==> config.mk <==
export PLATFORM = sky130hd
export DESIGN_NAME = histo_readout_seq_flat
export DESIGN_NICKNAME = d
export VERILOG_FILES = /design/src/rtl/histo_readout_seq_if.sv /design/src/rtl/histo_readout_seq.sv /design/src/flat_wrapper.sv
export SDC_FILE = /design/constraint.sdc
export NUM_CORES = 1
export LEC_CHECK = 0
export CAP_MARGIN = 40
export CORE_ASPECT_RATIO = 2
export CORE_MARGIN = 10
export CORE_UTILIZATION = 44
export DETAILED_ROUTE_END_ITERATION = 10
export HOLD_SLACK_MARGIN = 0.02
export PLACE_DENSITY_LB_ADDON = 0.1
export SYNTH_ARGS = -nofsm -noshare
export SYNTH_HDL_FRONTEND = slang
export SYNTH_SLANG_ARGS = --single-unit
==> constraint.sdc <==
create_clock -name clk -period 2.13 [get_ports clk]
set_clock_uncertainty 0.05 [all_clocks]
set_input_delay 0.426 -clock clk [delete_from_list [all_inputs] [get_ports clk]]
set_output_delay 0.426 -clock clk [all_outputs]
set_load 0.05 [all_outputs]
==> src/rtl/histo_readout_seq_if.sv <==
// Outbound word stream from the histogram readout sequencer to the slow-control side.
// A word transfers on any rising edge where out_valid & out_ready are both high.
// Once raised, out_valid stays high with out_data/out_last stable until that transfer.
interface histo_readout_seq_if;
  logic [31:0] out_data;
  logic        out_valid;
  logic        out_ready;
  logic        out_last;

  modport master (output out_data, output out_valid, output out_last, input  out_ready);
  modport slave  (input  out_data, input  out_valid, input  out_last, output out_ready);
endinterface

==> src/rtl/histo_readout_seq.sv <==
// Steps the histogram bank channel index, waits for the bank to settle, freezes the
// channel's NHIST words and streams all NCH*NHIST words out, optionally clearing after.
module histo_readout_seq #(
  parameter int NCH        = 16,
  parameter int NHIST      = 8,
  parameter int SETTLE     = 3,
  parameter int CLR_CYCLES = 2
) (
  input  logic                  clk,
  input  logic                  nrst,
  input  logic                  start,
  input  logic                  clear_after,
  input  logic                  abort,
  input  logic [NHIST*32-1:0]   histos_in,
  output logic [7:0]            histostosend,
  output logic                  resethist,
  histo_readout_seq_if.master   stream,
  output logic                  busy,
  output logic                  done,
  output logic [2:0]            dbg_state
);
  localparam int              KW      = (NHIST > 1) ? $clog2(NHIST) : 1;
  localparam logic [KW-1:0]   K_LAST  = KW'(NHIST - 1);
  localparam logic [7:0]      CH_LAST = 8'(NCH - 1);

  typedef enum logic [2:0] {
    S_IDLE    = 3'd0,
    S_SETTLE  = 3'd1,
    S_CAPTURE = 3'd2,
    S_SEND    = 3'd3,
    S_CLEAR   = 3'd4,
    S_DONE    = 3'd5
  } state_t;

  state_t               state_q, state_d;
  logic [7:0]           cnt_q, cnt_d;
  logic [7:0]           ch_q, ch_d;
  logic [KW-1:0]        k_q, k_d;
  logic                 clr_q, clr_d;
  logic [NHIST*32-1:0]  buf_q, buf_d;
  logic                 hs;

  assign hs = stream.out_valid & stream.out_ready;

  always_ff @(posedge clk) begin
    if (!nrst) begin
      state_q <= S_IDLE;
      cnt_q   <= '0;
      ch_q    <= '0;
      k_q     <= '0;
      clr_q   <= 1'b0;
      buf_q   <= '0;
    end else begin
      state_q <= state_d;
      cnt_q   <= cnt_d;
      ch_q    <= ch_d;
      k_q     <= k_d;
      clr_q   <= clr_d;
      buf_q   <= buf_d;
    end
  end

  always_comb begin
    state_d = state_q;
    cnt_d   = cnt_q;
    ch_d    = ch_q;
    k_d     = k_q;
    clr_d   = clr_q;
    buf_d   = buf_q;
    case (state_q)
      S_IDLE: begin
        if (start && !abort) begin
          clr_d   = clear_after;
          ch_d    = '0;
          cnt_d   = 8'(SETTLE);
          state_d = S_SETTLE;
        end
      end
      S_SETTLE: begin
        cnt_d = cnt_q - 8'd1;
        if (cnt_q <= 8'd1) state_d = S_CAPTURE;
      end
      S_CAPTURE: begin
        buf_d   = histos_in;
        k_d     = '0;
        state_d = S_SEND;
      end
      S_SEND: begin
        if (hs) begin
          if (k_q != K_LAST) begin
            k_d = k_q + 1'b1;
          end else if (ch_q != CH_LAST) begin
            ch_d    = ch_q + 8'd1;
            cnt_d   = 8'(SETTLE);
            state_d = S_SETTLE;
          end else if (clr_q) begin
            cnt_d   = 8'(CLR_CYCLES);
            state_d = S_CLEAR;
          end else begin
            state_d = S_DONE;
          end
        end
      end
      S_CLEAR: begin
        cnt_d = cnt_q - 8'd1;
        if (cnt_q <= 8'd1) state_d = S_DONE;
      end
      S_DONE: begin
        ch_d    = '0;
        state_d = S_IDLE;
      end
      default: state_d = S_IDLE;
    endcase
    // Abort drops everything, including a pending clear, and parks the index at 0.
    if (abort && state_q != S_IDLE) begin
      state_d = S_IDLE;
      ch_d    = '0;
    end
  end

  assign histostosend     = ch_q;
  assign stream.out_valid = (state_q == S_SEND);
  assign stream.out_data  = buf_q[{k_q, 5'b0} +: 32];
  assign stream.out_last  = (state_q == S_SEND) && (ch_q == CH_LAST) && (k_q == K_LAST);
  assign resethist        = (state_q == S_CLEAR);
  assign busy             = (state_q == S_SETTLE) || (state_q == S_CAPTURE) ||
                            (state_q == S_SEND)   || (state_q == S_CLEAR);
  assign done             = (state_q == S_DONE);
  assign dbg_state        = state_q;
endmodule

==> src/flat_wrapper.sv <==
// flat-port wrapper written by rule: the top's interface ports become plain ports
module histo_readout_seq_flat 
#(
  parameter int NCH        = 16,
  parameter int NHIST      = 8,
  parameter int SETTLE     = 3,
  parameter int CLR_CYCLES = 2
)
  (clk, nrst, start, clear_after, abort, histos_in, histostosend, resethist, busy, done, dbg_state, stream_out_data, stream_out_valid, stream_out_last, stream_out_ready);
  histo_readout_seq_if stream_i ();
  input  logic clk;
  input  logic nrst;
  input  logic start;
  input  logic clear_after;
  input  logic abort;
  input  logic [NHIST*32-1:0] histos_in;
  output logic [7:0] histostosend;
  output logic resethist;
  output logic busy;
  output logic done;
  output logic [2:0] dbg_state;
  output wire logic [$bits(stream_i.out_data)-1:0] stream_out_data;
  output wire logic [$bits(stream_i.out_valid)-1:0] stream_out_valid;
  output wire logic [$bits(stream_i.out_last)-1:0] stream_out_last;
  input wire logic [$bits(stream_i.out_ready)-1:0] stream_out_ready;
  assign stream_out_data = stream_i.out_data;
  assign stream_out_valid = stream_i.out_valid;
  assign stream_out_last = stream_i.out_last;
  assign stream_i.out_ready = stream_out_ready;
  histo_readout_seq #(.NCH(NCH), .NHIST(NHIST), .SETTLE(SETTLE), .CLR_CYCLES(CLR_CYCLES)) u_core (.clk(clk), .nrst(nrst), .start(start), .clear_after(clear_after), .abort(abort), .histos_in(histos_in), .histostosend(histostosend), .resethist(resethist), .stream(stream_i), .busy(busy), .done(done), .dbg_state(dbg_state));
endmodule
# After elaboration in Yosys (flattened, before gate mapping)
# Cells that the tools add are included.
[classes]
n_addsub = 3
n_bitwise = 2
shifts = 1
n_reduce_logical = 20
n_mux = 22
n_eq_ne = 17
n_lt_le_gt_ge = 1
[ops]
columns = ["op", "n"]
rows = [
  ["256-bit by 9-bit indexed part select with 32-bit output", 1],
  ["8-bit two-way mux", 9],
  ["8-bit one-hot mux with 3 select lines", 2],
  ["3-bit two-way mux", 8],
  ["3-bit one-hot mux with 5 select lines", 1],
  ["5-bit AND reduction", 3],
  ["3-bit equality test (second input constant)", 3],
  ["3-bit nonzero test", 3],
  ["8-bit by 1-bit adder with 8-bit output (second input constant)", 1],
  ["8-bit by 4-bit equality test with 1-bit output (second input constant)", 1],
  ["8-bit by 1-bit <= comparator with 1-bit output (second input constant)", 1],
  ["2-bit != test (second input constant)", 4],
  ["8-bit by 4-bit != test with 1-bit output (second input constant)", 1],
  ["8-bit by 1-bit subtractor with 8-bit output (second input constant)", 1],
  ["3-bit by 2-bit equality test with 1-bit output (second input constant)", 2],
  ["2-bit by 1-bit != test with 1-bit output (second input constant)", 3],
  ["3-bit != test (second input constant)", 2],
  ["3-bit one-hot mux with 2 select lines", 1],
  ["1-bit logical AND", 4],
  ["2-bit OR reduction", 2],
  ["3-bit by 1-bit adder with 3-bit output (second input constant)", 1],
  ["3-bit by 1-bit equality test with 1-bit output (second input constant)", 1],
  ["3-bit logical NOT", 1],
  ["1-bit logical OR", 3],
  ["other kinds (7)", 7],
]
[totals]
register_bits = 279
elab_cells = 72
input_bits = 262

# Logic depth before layout (Yosys ltp)
# Gate-level depths: netlist (run 1).
[logic_depth]
ltp_word = 5
depth_mapped = 8

# Least setup slack after synthesis (run 1)
# No wires, ideal clock.
[synth_path]
kind = "reg-to-output"
startpoint = "register u_core.ch_q[0] (netlist: u_core.histostosend[0])"
endpoint = "output stream_out_last"
path_stages_with_launch = 5
slack_ns = -0.693
arrival_ns = 2.347
cell_sequence = "dfxtp_1 > ha_1 > and3_1 > nand2_1 > nor3_1"
[synth_between]
elab_chain_len = 3
[synth_lines]
columns = ["item", "line", "text"]
rows = [
  ["from (decl)", "histo_readout_seq.sv:37", "logic [7:0] ch_q, ch_d;"],
  ["from (signal assigned)", "histo_readout_seq.sv:56", "ch_q <= ch_d;"],
  ["8-bit by 4-bit equality test with 1-bit output", "histo_readout_seq.sv:124", "assign stream.out_last = (state_q == S_SEND) && (ch_q == CH_LAST) && (k_q == K_LAST);"],
  ["1-bit logical AND (2 in a row)", "histo_readout_seq.sv:124", ""],
  ["to (decl)", "flat_wrapper.sv:24", "output wire logic [$bits(stream_i.out_last)-1:0] stream_out_last;"],
]
# No other way between the ends.

# Final worst setup path (run 1)
[layout_path]
startpoint = "register u_core.k_q[0]"
endpoint = "output stream_out_data[16]"
[layout_between]
elab_chain_len = 1
[layout_lines]
columns = ["item", "line", "text"]
rows = [
  ["from (decl)", "histo_readout_seq.sv:38", "logic [KW-1:0] k_q, k_d;"],
  ["from (signal assigned)", "histo_readout_seq.sv:57", "k_q <= k_d;"],
  ["256-bit by 9-bit indexed part select with 32-bit output", "histo_readout_seq.sv:123", "assign stream.out_data = buf_q[{k_q, 5'b0} +: 32];"],
  ["to (decl)", "flat_wrapper.sv:22", "output wire logic [$bits(stream_i.out_data)-1:0] stream_out_data;"],
]
# No other way between the ends.

==> metrics.txt, run 1 <==
drt wl/cell 19.18 µm; RSZ-0062 raised after global routing yes; Final min period 2.674 ns; critical path class flop to output pin; slowest CP cell mux4_2; failing checks setup timing; Worst Path Arrival around 2.2 ns; Worst IR Drop VDD 649.9 µV; Synth Warn # 0; # rows 84; initial antenna violation count 8; crit end category output pin; sequential area share after synthesis 47.31%; Synth top area share 47.31%; crit-path cells buf_12, buf_16, mux4_2, mux2_4, buf_6; CTS tree done; top post-synthesis cells by area dfxtp_1 (47%), nand2_1 (17%), mux4_2 (12%), a21oi_1 (12%), mux2_2 (3.1%); GPL Wtd Cong ~0.86; synth cell count leaders nand2_1 (525), dfxtp_1 (279), a21oi_1 (276), clkbuf_1 (93), mux4_2 (64); routed vias/inst 5.247; CP max stage delay approximately 0.54 ns; largest net degree at the start of global routing between 100 and 150; synthesized flop and latch total ~280; vias in the first global route approximately 11000; worst slew pin tran 0.5413 ns; layout cell share with drive strength beyond 1 15.99%; drt pass-1 iters 6; Detailed Place HPWL ~29 mm; Main synth FF type dfxtp_1; Max transition margin 63.40%; Syn Nets approximately 1700; Die H 251.7 µm; Final Cycle Share 125.5%; dpl cell area between 0.015 and 0.02 mm²; Worst EP required 1.65 ns; max-slew violations 0; drc violations 0; Overall Power approximately 14000 µW; I/O Buffers approximately 310; Die Wd 135.8 µm; FMAX 374.0 MHz; DP Worst Slack -0.3535 ns; max cap viols 0; number of synthesized flops with an enable pin 0; Util after Layout 64.52%; worst skew pair latency 0.54 ns; Sink Count approximately 280; setup ws final -0.5440 ns; Syn Std Cell Area around 0.012 mm²; Detailed Route Iter0 Violations 798; Core Region about 0.026 mm²; asr flop ratio synth 0%; Syn-to-layout area delta 44.16%; status complete, but fails checks; most common cell in the netlist nand2_1; clk slew on worst S/H paths 0.07 ns; PwrDens approximately 830 mW/mm²; total die area 0.03418 mm²; Tightest Hold Check Type primary input to flop; drt total wl 39.49 mm; Layout Nets roughly 2000; via count 10803; io pins between 300 and 400; leakage 0.005906 µW; post-route ant nets 0; fin area 0.01702 mm²; Syn Inst Count 1390; worst-path fanout max 8; final setup fails 33; global-route wire length before repair 60.24 mm; initial core utilization 44.75%; clk buf depth 3; total CTS buffers 25; CTS H-tree depth 1; CTS root buffer clkbuf_16; GRT Util Overall 22.15%; Synth Area per Inst about 8.5 µm²; post-synthesis cell type count 41; global route total overflow 0; Final Hold Viols 0; Critical Path Start Type flop; leading area contributor after synthesis dfxtp_1
kinds of logic after synthesis:
kind of cell | synth area share [%]
AOI/OAI and AO/OA | 13.53
xor gates and xnor gates | 0.2226
adders and majority gates | 0.5299
buffers and inverters | 3.847
DFF | 47.31
muxes | 15.52
and+or+nand+nor | 19.04
report_power, final:
part / internal (µW) / switching, µW
combinational: 1480 / 1730
sequential: 5720 / 286
clock: 2770 / 2070
path summary, 6_finish.rpt:
check | from | end | slack (ns) | depth (start not counted)
worst max-delay path | u_core.k_q[0]$_SDFFE_PN0P_ | stream_out_data[16] | -0.54 | 5
worst min-delay path | histos_in[251] | u_core.buf_q[251]$_SDFFE_PN0P_ | 0.38 | 3
worst max register to register | u_core.k_q[0]$_SDFFE_PN0P_ | u_core.histostosend[7]$_SDFFE_PP0P_ | 0.04 | 9
worst min register to register | u_core.buf_q[72]$_SDFFE_PN0P_ | u_core.buf_q[72]$_SDFFE_PN0P_ | 0.40 | 2
state kept, by name, indices dropped and copies added, names as in the netlist:
name / count
u_core.buf_q: 256
u_core.clr_q: 1
u_core.cnt_q: 8
u_core.dbg_state: 3
u_core.histostosend: 8
u_core.k_q: 3
critical path: cells and delay by family, from the launching register on:
family	cells	cell delay, ns
buffers and inverters	3	0.44
muxes	2	0.83
DFF	1	0.37
metrics by stage:
step | setup TNS [ns] | cells | hold WS, ns
floorplan | -0.08921 | 1390 | 0.3831
global placement | -3.934 | 1991 | 0.3890
detailed placement | -4.014 | 1991 | 0.3944
CTS | -18.08 | 2048 | 0.3589
global route | -18.98 | 2059 | 0.3673
finish | -16.92 | 2059 | 0.3785
per-layer routing:
metal	up-vias	wire [µm]	track usage, %
met3	49	2284	4.021
met4	0	1157	9.765
met2	335	20800	38.48
met1	5102	15250	25.70
li1	5317	-	-
met5	-	0	0
final cells by class:
| cell class | instances | area (µm²) |
|---|---|---|
| clock buffer | 30 | 674.4 |
| antenna | 8 | 20.02 |
| fill | 2311 | 9360 |
| sequential | 279 | 5599 |
| clock inverter | 16 | 202.7 |
| multi-input combinational | 993 | 5968 |
| timing repair buffer | 379 | 4078 |
| inverter | 10 | 47.55 |
| tap | 344 | 430.4 |
cells in the final DEF (no fill, tap or decap), types with 3 or more instances in the layout:
| cell type | instances |
|---|---|
| mux2_2 | 3 |
| nand3_1 | 10 |
| clkbuf_8 | 3 |
| dlygate4sd2_1 | 6 |
| nand2b_1 | 3 |
| dfxtp_4 | 3 |
| ha_1 | 4 |
| bufinv_16 | 4 |
| inv_1 | 7 |
| a21oi_1 | 274 |
| o21ai_0 | 11 |
| buf_6 | 37 |
| clkbuf_16 | 27 |
| nor3_1 | 4 |
| clkdlybuf4s50_1 | 261 |
| a31oi_1 | 3 |
| nor2_1 | 17 |
| o31ai_1 | 3 |
| clkinv_2 | 6 |
| nand2_1 | 523 |
| or3_1 | 4 |
| buf_12 | 29 |
| dfxtp_1 | 274 |
| mux2_4 | 29 |
| mux2i_1 | 3 |
| nor4_1 | 3 |
| mux4_2 | 64 |
| diode_2 | 8 |
| buf_4 | 41 |
repair_timing:
item	4_1_cts	5_1_grt
hold buffers	0	0
gates cloned	0	2
pin swaps	1	3
setup buffers	11	1
gates resized for setup	54	13
endpoints found under the setup margin	43	38
No activity file was read; power rests on OpenSTA's default activity.
==> run 2: changes to the inputs <==
--- a/config.mk
+++ b/config.mk
@@ -8,7 +8,7 @@
 export CAP_MARGIN = 40
 export CORE_ASPECT_RATIO = 2
 export CORE_MARGIN = 10
-export CORE_UTILIZATION = 44
+export CORE_UTILIZATION = 49
 export DETAILED_ROUTE_END_ITERATION = 10
 export HOLD_SLACK_MARGIN = 0.02
 export PLACE_DENSITY_LB_ADDON = 0.1
==> constraint.sdc (replaced) <==
create_clock -name clk -period 3 [get_ports clk]
set_clock_uncertainty 0.05 [all_clocks]
set_input_delay 0.6 -clock clk [delete_from_list [all_inputs] [get_ports clk]]
set_output_delay 0.6 -clock clk [all_outputs]
set_load 0.05 [all_outputs]
==> run 2 against run 1 <==
  * The run now ends clean
  * Non-clock buffer count decreased by 46
  * Clock power decreased by 24%
  * Sequential power decreased by 28%
  * Global-route usage increased by 0.95 points
  * First-iteration DRC count decreased by 16%
  * Routed wire length decreased by 5.0%
  * Via count decreased by 1.2%
  * Critical endpoint is now stream_out_data[19]
==> metrics.txt, run 2 (synthesis results as in run 1) <==
io pins 310 (unchanged); RSZ-0062 raised after global routing yes (unchanged); Worst Path Arrival 2.29 ns (was 2.20 ns); Critical Path Start Type flop (unchanged); crit end category output pin (unchanged); Sink Count 279 (unchanged); drc violations 0 (unchanged); Die H 239.5 µm (was 251.7 µm); Worst IR Drop VDD 484.2 µV (was 649.9 µV); drt wl/cell 19.12 µm (was 19.18 µm); layout cell share with drive strength beyond 1 12.23% (was 15.99%); worst slew pin tran 0.6120 ns (was 0.5413 ns); Max transition margin 59.20% (was 63.40%); Hold Slack 0.4023 ns (was 0.3785 ns); Final Cycle Share 97.97%; met3 Use GR 4.384% (was 4.021%); fill count 2056 (was 2311); DP Worst Slack 0.2634 ns (was -0.3535 ns); Tightest Hold Check Type flop to flop (was primary input to flop); I/O Buffers 309 (unchanged); leakage 0.005551 µW (was 0.005906 µW); dpl cell area 0.01513 mm² (was 0.01575 mm²); drt pass-1 iters 6 (unchanged); CTS H-tree depth 1 (unchanged); largest reg by FF count u_core.buf_q (unchanged); most common cell after layout, fill and taps aside nand2_1 (unchanged); Final min period 2.939 ns; global-route layer with the greatest usage met2 (unchanged); CTS tree done (unchanged); max-slew violations 0 (unchanged); vias in the first global route 10532 (was 10876); max FFs per register 256 (unchanged); clk buf depth 3 (unchanged); Detailed Place HPWL 26.66 mm (was 29.08 mm); final setup fails 0 (was 33); fin area 0.01618 mm² (was 0.01702 mm²); Detailed Route Iter0 Violations 668 (was 798); clk slew on worst S/H paths 0.07 ns (about the same); worst skew pair latency 0.53 ns (was 0.54 ns); Worst EP required 2.35 ns (was 1.65 ns); FMAX 340.3 MHz; post-route ant nets 0 (unchanged); via count 10672 (was 10803); Setup Total Neg Slack 0 ns (was -16.92 ns); largest net degree at the start of global routing 142 (was 117); GPL Wtd Cong 0.8968 (was 0.8613); setup ws final 0.06103 ns (was -0.5440 ns); status completed (was complete, but fails checks); total die area 0.03108 mm² (was 0.03418 mm²); PwrDens 616.0 mW/mm² (was 825.8 mW/mm²); total CTS buffers 25 (unchanged); # rows 80 (was 84); drt total wl 37.52 mm (was 39.49 mm); routed vias/inst 5.439 (was 5.247); commonest non-fill, non-tap cells in the layout nand2_1 (524), a21oi_1 (276), dfxtp_1 (276), clkdlybuf4s50_1 (273), mux4_2 (64) (was nand2_1 (523), a21oi_1 (274), dfxtp_1 (274), clkdlybuf4s50_1 (261), mux4_2 (64)); Core Region 0.02382 mm² (was 0.02638 mm²); met1 usage 25.48% (was 25.70%); max cap viols 0 (unchanged); GRT Util Overall 23.10% (was 22.15%); global-route wire length before repair 56.61 mm (was 60.24 mm); Layout Nets 1909 (was 1955); Syn-to-layout area delta 37.01% (was 44.16%); Die Wd 129.8 µm (was 135.8 µm); met2 Track Usage GR 40.63% (was 38.48%); Final Hold Viols 0 (unchanged); CTS root buffer clkbuf_16 (unchanged); initial core utilization 49.56% (was 44.75%); worst-path fanout max 18 (was 8); global route total overflow 0 (unchanged); initial antenna violation count 15 (was 8); critical path class flop to output pin (unchanged)
run 2: cell count changes in the layout (fill, tap and decap cells not counted), moves of 3 or more:
cell and change:
mux2_2 +27, buf_4 -7, dlygate4sd2_1 -5, buf_12 -14, mux2_4 -27, buf_6 -30, clkdlybuf4s50_1 +12, bufinv_16 +3
diode_2 +7
run 2: report_power, final:
group	switching, µW	internal (µW)	leakage, µW
clock	1430	2230	0.000466
sequential	229	4060	0.00226
combinational	1130	890	0.00283
run 2: per-layer routing:
metal,routed length (µm),vias to the layer above,share of wire [%]
met2,19770,306,53
met3,2049,76,5.5
met5,13,-,0.035
li1,-,5222,-
met1,14090,5066,38
met4,1606,2,4.3
run 2: through the flow:
| step | cells | total power (µW) | utilization [%] |
|---|---|---|---|
| 2_1_floorplan | 1390 | 5567 | - |
| 3_3_place_gp | 1900 | 6327 | 63.50 |
| 3_5_place_dp | 1900 | 6371 | 63.50 |
| 4_1_cts | 1947 | 10020 | 67.58 |
| 5_1_grt | 1961 | 10370 | 67.89 |
| 6_report | 1962 | 9964 | 67.90 |
run 2: critical path, stage by stage (launching register included):
cell and delay (ns):
dfxtp_4 0.49, buf_12 0.23, mux4_2 0.55, mux2_2 0.28, buf_4 0.19
run 2: layout make-up:
| class | instances | area, µm² | share of cell area [%] |
|---|---|---|---|
| inverters | 10 | 45.04 | 0.2785 |
| clock buffers | 31 | 688.2 | 4.254 |
| clock inverters | 14 | 249.0 | 1.539 |
| well taps | 287 | 359.1 | 2.220 |
| diodes | 15 | 37.54 | 0.2321 |
| flip-flops and latches | 279 | 5594 | 34.58 |
| multi-input cells | 993 | 5787 | 35.78 |
| repair buffers | 333 | 3416 | 21.12 |
run 2: final timing paths:
kind                                          from                        endpoint  slack, ns  cells after the start
hold / removal      u_core.buf_q[204]$_SDFFE_PN0P_  u_core.buf_q[204]$_SDFFE_PN0P_       0.40                      2
hold reg to reg     u_core.buf_q[204]$_SDFFE_PN0P_  u_core.buf_q[204]$_SDFFE_PN0P_       0.40                      2
setup reg to reg  u_core.dbg_state[1]$_SDFFE_PP0P_   u_core.buf_q[61]$_SDFFE_PN0P_       0.66                      5
setup / recovery        u_core.k_q[0]$_SDFFE_PN0P_             stream_out_data[19]       0.06                      4
run 2: timing repair:
action | in CTS | in global routing
endpoints found under the setup margin | 30 | 9
setup buffers | 2 | 0
pin swaps | 0 | 0
gates resized for setup | 1 | 11
hold buffers | 0 | 0
